<file path="src/rtl/alu_arb_pkg.sv">
// alu_arb_pkg: shared state encoding, result-flag bit positions and width defaults for alu_arb.
package alu_arb_pkg;
    localparam int DATA_W_DEF = 32;
    localparam int SEL_W_DEF  = 4;
    localparam int FLAG_W     = 5;
    localparam int FLAG_C     = 4;
    localparam int FLAG_Z     = 3;
    localparam int FLAG_N     = 2;
    localparam int FLAG_V     = 1;
    localparam int FLAG_U     = 0;
    typedef enum logic [1:0] {IDLE, EXEC, RESP} state_t;
endpackage

</file>
<file path="src/rtl/ALU_32bit.sv">
// ALU_32bit: combinational 32-bit ALU; overflow/underflow split signed add/sub wrap by operand-A sign.
module ALU_32bit (
    input  logic [31:0] a,
    input  logic [31:0] b,
    input  logic [3:0]  sel,
    output logic [31:0] result,
    output logic        carry,
    output logic        zero,
    output logic        negative,
    output logic        overflow,
    output logic        underflow
);
    logic [32:0] sum;
    logic [32:0] diff;
    logic        sv;
    assign sum  = {1'b0, a} + {1'b0, b};
    assign diff = {1'b0, a} - {1'b0, b};
    always_comb begin
        result = a;
        case (sel)
            4'd0: result = sum[31:0];
            4'd1: result = diff[31:0];
            4'd2: result = a & b;
            4'd3: result = a | b;
            4'd4: result = a ^ b;
            4'd5: result = ~(a | b);
            4'd6: result = a << b[4:0];
            4'd7: result = a >> b[4:0];
            4'd8: result = $signed(a) >>> b[4:0];
            default: result = a;
        endcase
    end
    assign sv        = sel == 4'd0 ? (a[31] == b[31] && sum[31] != a[31]) :
                       sel == 4'd1 ? (a[31] != b[31] && diff[31] != a[31]) : 1'b0;
    assign carry     = sel == 4'd0 ? sum[32] : sel == 4'd1 ? diff[32] : 1'b0;
    assign overflow  = sv && !a[31];
    assign underflow = sv && a[31];
    assign zero      = result == 32'd0;
    assign negative  = result[31];
endmodule

</file>
<file path="src/rtl/alu_arb_grant.sv">
// alu_arb_grant: one-hot two-way grant; round-robin on last_grant with ALU_ARB_RR_EN, else requester 0 wins.
module alu_arb_grant (
    input  logic [1:0] valid,
`ifdef ALU_ARB_RR_EN
    input  logic       last_grant,
`endif
    output logic [1:0] grant
);
`ifdef ALU_ARB_RR_EN
    assign grant[0] = valid[0] && (!valid[1] || last_grant);
    assign grant[1] = valid[1] && (!valid[0] || !last_grant);
`else
    assign grant[0] = valid[0];
    assign grant[1] = valid[1] && !valid[0];
`endif
endmodule

</file>
<file path="src/rtl/alu_arb.sv">
// alu_arb: two requesters share one ALU_32bit through an IDLE/EXEC/RESP handshake FSM.
// Define ALU_ARB_RR_EN for round-robin arbitration; fixed priority (requester 0) otherwise.
module alu_arb
    import alu_arb_pkg::*;
#(
    parameter int DATA_W = DATA_W_DEF,
    parameter int SEL_W  = SEL_W_DEF
) (
    input  logic              clk,
    input  logic              rst,
    input  logic              req0_valid,
    output logic              req0_ready,
    input  logic [DATA_W-1:0] req0_a,
    input  logic [DATA_W-1:0] req0_b,
    input  logic [SEL_W-1:0]  req0_sel,
    input  logic              req1_valid,
    output logic              req1_ready,
    input  logic [DATA_W-1:0] req1_a,
    input  logic [DATA_W-1:0] req1_b,
    input  logic [SEL_W-1:0]  req1_sel,
    output logic              rsp_valid,
    input  logic              rsp_ready,
    output logic              rsp_id,
    output logic [DATA_W-1:0] rsp_data,
    output logic [FLAG_W-1:0] rsp_flags,
    output logic              busy
);
    state_t              state, state_nxt;
    logic [1:0]          grant;
    logic                accept;
    logic [DATA_W-1:0]   op_a, op_b, alu_y;
    logic [SEL_W-1:0]    op_sel;
    logic                op_id;
    logic [FLAG_W-1:0]   alu_flags;
`ifdef ALU_ARB_RR_EN
    logic                last_grant;
`endif

    alu_arb_grant u_grant (
        .valid      ({req1_valid, req0_valid}),
`ifdef ALU_ARB_RR_EN
        .last_grant (last_grant),
`endif
        .grant      (grant)
    );

    ALU_32bit u_alu (
        .a         (op_a),
        .b         (op_b),
        .sel       (op_sel),
        .result    (alu_y),
        .carry     (alu_flags[FLAG_C]),
        .zero      (alu_flags[FLAG_Z]),
        .negative  (alu_flags[FLAG_N]),
        .overflow  (alu_flags[FLAG_V]),
        .underflow (alu_flags[FLAG_U])
    );

    assign req0_ready = state == IDLE && grant[0];
    assign req1_ready = state == IDLE && grant[1];
    assign accept     = req0_ready || req1_ready;
    assign rsp_valid  = state == RESP;
    assign busy       = state != IDLE;

    always_comb begin
        state_nxt = state == IDLE ? (accept ? EXEC : IDLE) :
                    state == EXEC ? RESP :
                    (rsp_ready ? IDLE : RESP);
    end

    always_ff @(posedge clk or posedge rst) begin
        if (rst) begin
            state  <= IDLE;
            op_a   <= '0;
            op_b   <= '0;
            op_sel <= '0;
            op_id  <= 1'b0;
        end else begin
            state <= state_nxt;
            if (accept) begin
                op_a   <= req1_ready ? req1_a : req0_a;
                op_b   <= req1_ready ? req1_b : req0_b;
                op_sel <= req1_ready ? req1_sel : req0_sel;
                op_id  <= req1_ready;
            end
        end
    end

    // Result registers load only at the edge leaving EXEC and hold through RESP.
    always_ff @(posedge clk or posedge rst) begin
        if (rst) begin
            rsp_id    <= 1'b0;
            rsp_data  <= '0;
            rsp_flags <= '0;
        end else if (state == EXEC) begin
            rsp_id    <= op_id;
            rsp_data  <= alu_y;
            rsp_flags <= alu_flags;
        end
    end

`ifdef ALU_ARB_RR_EN
    always_ff @(posedge clk or posedge rst) begin
        if (rst) last_grant <= 1'b1;
        else if (accept) last_grant <= req1_ready;
    end
`endif
endmodule

</file>
<file path="config.mk">
export PLATFORM = sky130hd
export DESIGN_NAME = alu_arb
export DESIGN_NICKNAME = d
export VERILOG_FILES = /design/src/rtl/alu_arb_pkg.sv /design/src/rtl/ALU_32bit.sv /design/src/rtl/alu_arb_grant.sv /design/src/rtl/alu_arb.sv
export SDC_FILE = /design/constraint.sdc
export NUM_CORES = 1
export LEC_CHECK = 0
export ABC_CLOCK_PERIOD_IN_PS = 12900
export CORE_MARGIN = 10
export CORE_UTILIZATION = 30
export CTS_CLUSTER_SIZE = 10
export DETAILED_ROUTE_END_ITERATION = 10
export GPL_TIMING_DRIVEN = 0
export PLACE_DENSITY = 0.46
export SLEW_MARGIN = 15
export SYNTH_ARGS = -nofsm -noshare
export SYNTH_HDL_FRONTEND = slang
export SYNTH_SLANG_ARGS = --single-unit
</file>
<file path="constraint.sdc">
create_clock -name clk -period 12.9 [get_ports clk]
set_input_delay 2.58 -clock clk [delete_from_list [all_inputs] [get_ports clk]]
set_output_delay 2.58 -clock clk [all_outputs]
set_load 0.05 [all_outputs]
</file>
==> results.py, run 1 <==
metrics = {
    "detailed_routing": {
        "wire_per_inst_um": 36.2,
        "vias": 18700,
        "drt-pass1-iter-count": 7,
        "routed_wl_um": 104000,
        "ant_nets": 0,
        "vias_per_cell": 6.53,
        "drc": 0,
        "drt-initial-drc-count": 2570,
    },
    "synth": {
        "synth_nets": 2232,
        "synth_edf_count": 0,
        "synth_cell_types": 97,
        "synth_flop_cell": "dfrtp_1",
        "syn-mean-instance-area_sq_um": 7.69,
        "synth-seq-area-share": 0.176,
        "ys_seq_elements": 108,
        "netlist_area_sq_um": 15300,
        "syn_inst": 1992,
        "synthArstFlopShare": 1.00,
        "synth-warning-count": 0,
    },
    "clock_network": {
        "cts_tree": "yes",
        "insertion_delay_ps": 410,
        "postCtsHoldBufs": 0,
        "numCtsBuffers": 9,
        "cts-root-buf": "clkbuf_16",
        "clk_pin_slew_worst_paths_ps": 90,
        "cts-resized-gates": 0,
        "cts.sinks": 108,
        "cts_setup_buffers": 0,
        "htree_levels": 3,
        "clockBufferDepth": 2,
    },
    "sta": {
        "setup_ws_ps": 5820,
        "period_share": 0.549,
        "finalSetupTns_ps": 0,
        "period_minus_slack_ps": 7080,
        "rsz0062_at_grt": "false",
        "worstMarginPinSlew_ps": 1290,
        "finalHoldViolCount": 0,
        "max_freq_mhz": 141,
        "maxSlewHeadroom": 0.138,
        "setup_violations": 0,
        "skew_ps": 20.0,
        "slew_viol_final": 0,
    },
    "setup_path": {
        "crit_type": "flip-flop to flip-flop",
        "slowest_stage": "nor4b_1",
        "arrival_ps": 7430,
        "cp_top_family": "buffers and inverters",
        "required_ps": 13250,
        "start_kind": "flip-flop",
        "critPathBufInv": 6,
        "worstPathCellList": "buf_4, buf_2, inv_2, buf_1, clkbuf_1, ha_1, buf_2, or4_4, and3_1, o32ai_1, o211ai_1, a21oi_1, nand4_1, nor4b_1, and4b_1, nor4b_2, a41o_1",
        "crit_path_max_incr_delay_ps": 790,
        "endpoint_kind": "flip-flop",
        "cpMostUsedCell": "buf_2",
        "crit_path_max_fanout": 11,
    },
    "grt": {
        "grt_usage": 0.333,
        "grt_max_degree": 67,
        "grt_pass1_wl_um": 144000,
        "antenna_found_initial": 8,
        "grt.overflow.total": 0,
        "grt_pass1_vias": 18200,
    },
    "min_path": {
        "min_path_type": "flip-flop to flip-flop",
    },
    "final_layout": {
        "fin_nets": 2428,
        "fillerInstances": 5485,
        "drive_above_1_share": 0.0849,
        "final-seq-area_sq_um": 2700,
        "finalInstanceArea_sq_um": 18400,
        "fin_util": 0.365,
        "area_growth_pct": 19.9,
        "multi_input_area_sq_um": 11400,
    },
    "die": {
        "fp-row-count": 82,
        "core_area_sq_um": 50400,
        "die_h_um": 246,
        "pin_count": 183,
        "dieArea_sq_um": 60500,
        "initial_core_util": 0.304,
        "die_w_um": 246,
    },
    "placed_design": {
        "post-place-ws_ps": 5910,
        "place_hpwl_um": 83900,
        "portBuffers": 181,
        "place_area_sq_um": 18100,
        "place_congestion": 1.05,
    },
    "job": {
        "maxCapViolCount": 0,
    },
    "run_status": {
        "run_status": "finished clean",
    },
}
cells in the mapped netlist (8+ instances only):
cell         n  area, sq um
o31ai_1     13         97.6
o211ai_1    39          293
buf_2       38          190
ha_1        97         1210
a21oi_1    127          636
or4_1       12         90.1
mux2i_1     75          751
a2111oi_0    9         78.8
nor3_1      32          160
o221ai_1    10         87.6
and2_1      12         75.1
o21ai_0    112          561
nor2_1     162          608
clkbuf_1   125          469
o21bai_1     9         67.6
a21o_1      26          195
a211oi_1    27          203
a31oi_1     29          181
o22ai_1     91          569
nor2b_1     26          163
buf_1       17         63.8
nand4_1     12         75.1
xnor2_1     15          131
mux2_2      25          282
nor4_1      14         87.6
a221oi_1    21          184
a22oi_1     84          631
nand3_1     36          180
nand2_1    221          830
mux4_2      44          991
buf_4       10         75.1
o21a_1       8         60.1
dfrtp_1    108         2700
inv_1       99          372
nand2b_1    19          119
logic make-up (layout without fill, tap and decap cells):
kind of cell / count (synthesis) / count (layout) / synth area share
AO/OA/AOI/OAI: 723 / 723 / 0.324
AND/OR/NAND/NOR: 596 / 596 / 0.183
buffers and inverters: 299 / 499 / 0.0828
multiplexers: 151 / 151 / 0.143
flip-flops: 108 / 108 / 0.176
adder cells (fa/ha/maj): 99 / 99 / 0.0818
XOR/XNOR: 16 / 16 / 0.00914
other: 0 / 3 / 0
placed cells by master, fill, tap and decap left out, drive strengths merged, types with 32 or more instances in the layout:
cell type,synthesis,layout
a21oi,128,128
nor3,32,32
a22oi,84,84
nor2,165,165
nand3,36,36
clkdlybuf4s50,0,181
o22ai,91,91
o21ai,113,113
o211ai,39,39
mux2i,75,75
buf,72,76
nand2,221,221
ha,97,97
mux4,50,50
dfrtp,108,108
clkbuf,125,134
inv,100,102
per-layer routing:
metal	vias up	share of wire	routed length (um)	global-route usage
met5	-	0	0	0
met4	0	0.059	6130	0.182
met3	258	0.10	10400	0.0835
met2	1193	0.42	43900	0.489
met1	9369	0.42	43200	0.439
li1	7906	-	-	-
tightest hold or removal path, cell delays in order (launching register included):
cell,delay [ps]
dfrtp_1,350
nand2_1,50
nand2_1,50
area by class of cell:
type,count,area share
multi-input cells,1585,0.620
flip-flops and latches,108,0.147
repair buffers,185,0.101
plain buffers,197,0.0485
well taps,672,0.0457
inverters,102,0.0211
clock buffers,9,0.0123
clock inverters,6,0.00395
diodes,3,0.000408
path summary, 6_finish.rpt:
path | depth (start not counted) | endpoint | from | slack (ps)
setup / recovery | 17 | rsp_flags[3] | op_b[3] | 5820
hold / removal | 2 | rsp_id | op_id | 480
setup reg to reg | 17 | rsp_flags[3] | op_b[3] | 5820
hold reg to reg | 2 | rsp_id | op_id | 480
max in group asynchronous | 3 | op_b[4] | rst | 9590
min in group asynchronous | 2 | op_b[25] | rst | 2570
sequential cells by signal, summed over array words and instances, names as in the netlist:
| name | cells |
|---|---|
| op_id | 1 |
| op_a | 32 |
| rsp_data | 31 |
| state | 2 |
| op_b | 32 |
| rsp_id | 1 |
| op_sel | 4 |
| rsp_flags | 5 |
through the flow:
step	cells	hold slack, ps
floorplan	1992	440
global placement	2845	463
detailed placement	2849	467
CTS	2864	487
global route	2864	504
finish	2867	483
Power of run 1 is left out: the tool's default activity adds up to more than one toggle a clock period on the data nets, which glitch-free logic cannot reach.
==> run 2, diff against run 1 <==
--- a/config.mk
+++ b/config.mk
@@ -5,7 +5,7 @@
 export SDC_FILE = /design/constraint.sdc
 export NUM_CORES = 1
 export LEC_CHECK = 0
-export ABC_CLOCK_PERIOD_IN_PS = 12900
+export ABC_CLOCK_PERIOD_IN_PS = 7300
 export CORE_MARGIN = 10
 export CORE_UTILIZATION = 30
 export CTS_CLUSTER_SIZE = 10
==> constraint.sdc (replaced) <==
create_clock -name clk -period 7.3 [get_ports clk]
set_input_delay 1.46 -clock clk [delete_from_list [all_inputs] [get_ports clk]]
set_output_delay 1.46 -clock clk [all_outputs]
set_load 0.05 [all_outputs]
==> results of run 2 <==
Same layout as run 1 (identical final DEF). Status: finished clean.
Among the figures that moved: setup slack after placement 5910 ps -> 546 ps; setup slack after layout 5820 ps -> 219 ps; register-to-register setup slack 5820 ps -> 220 ps
Power of run 2 is left out for the same reason.
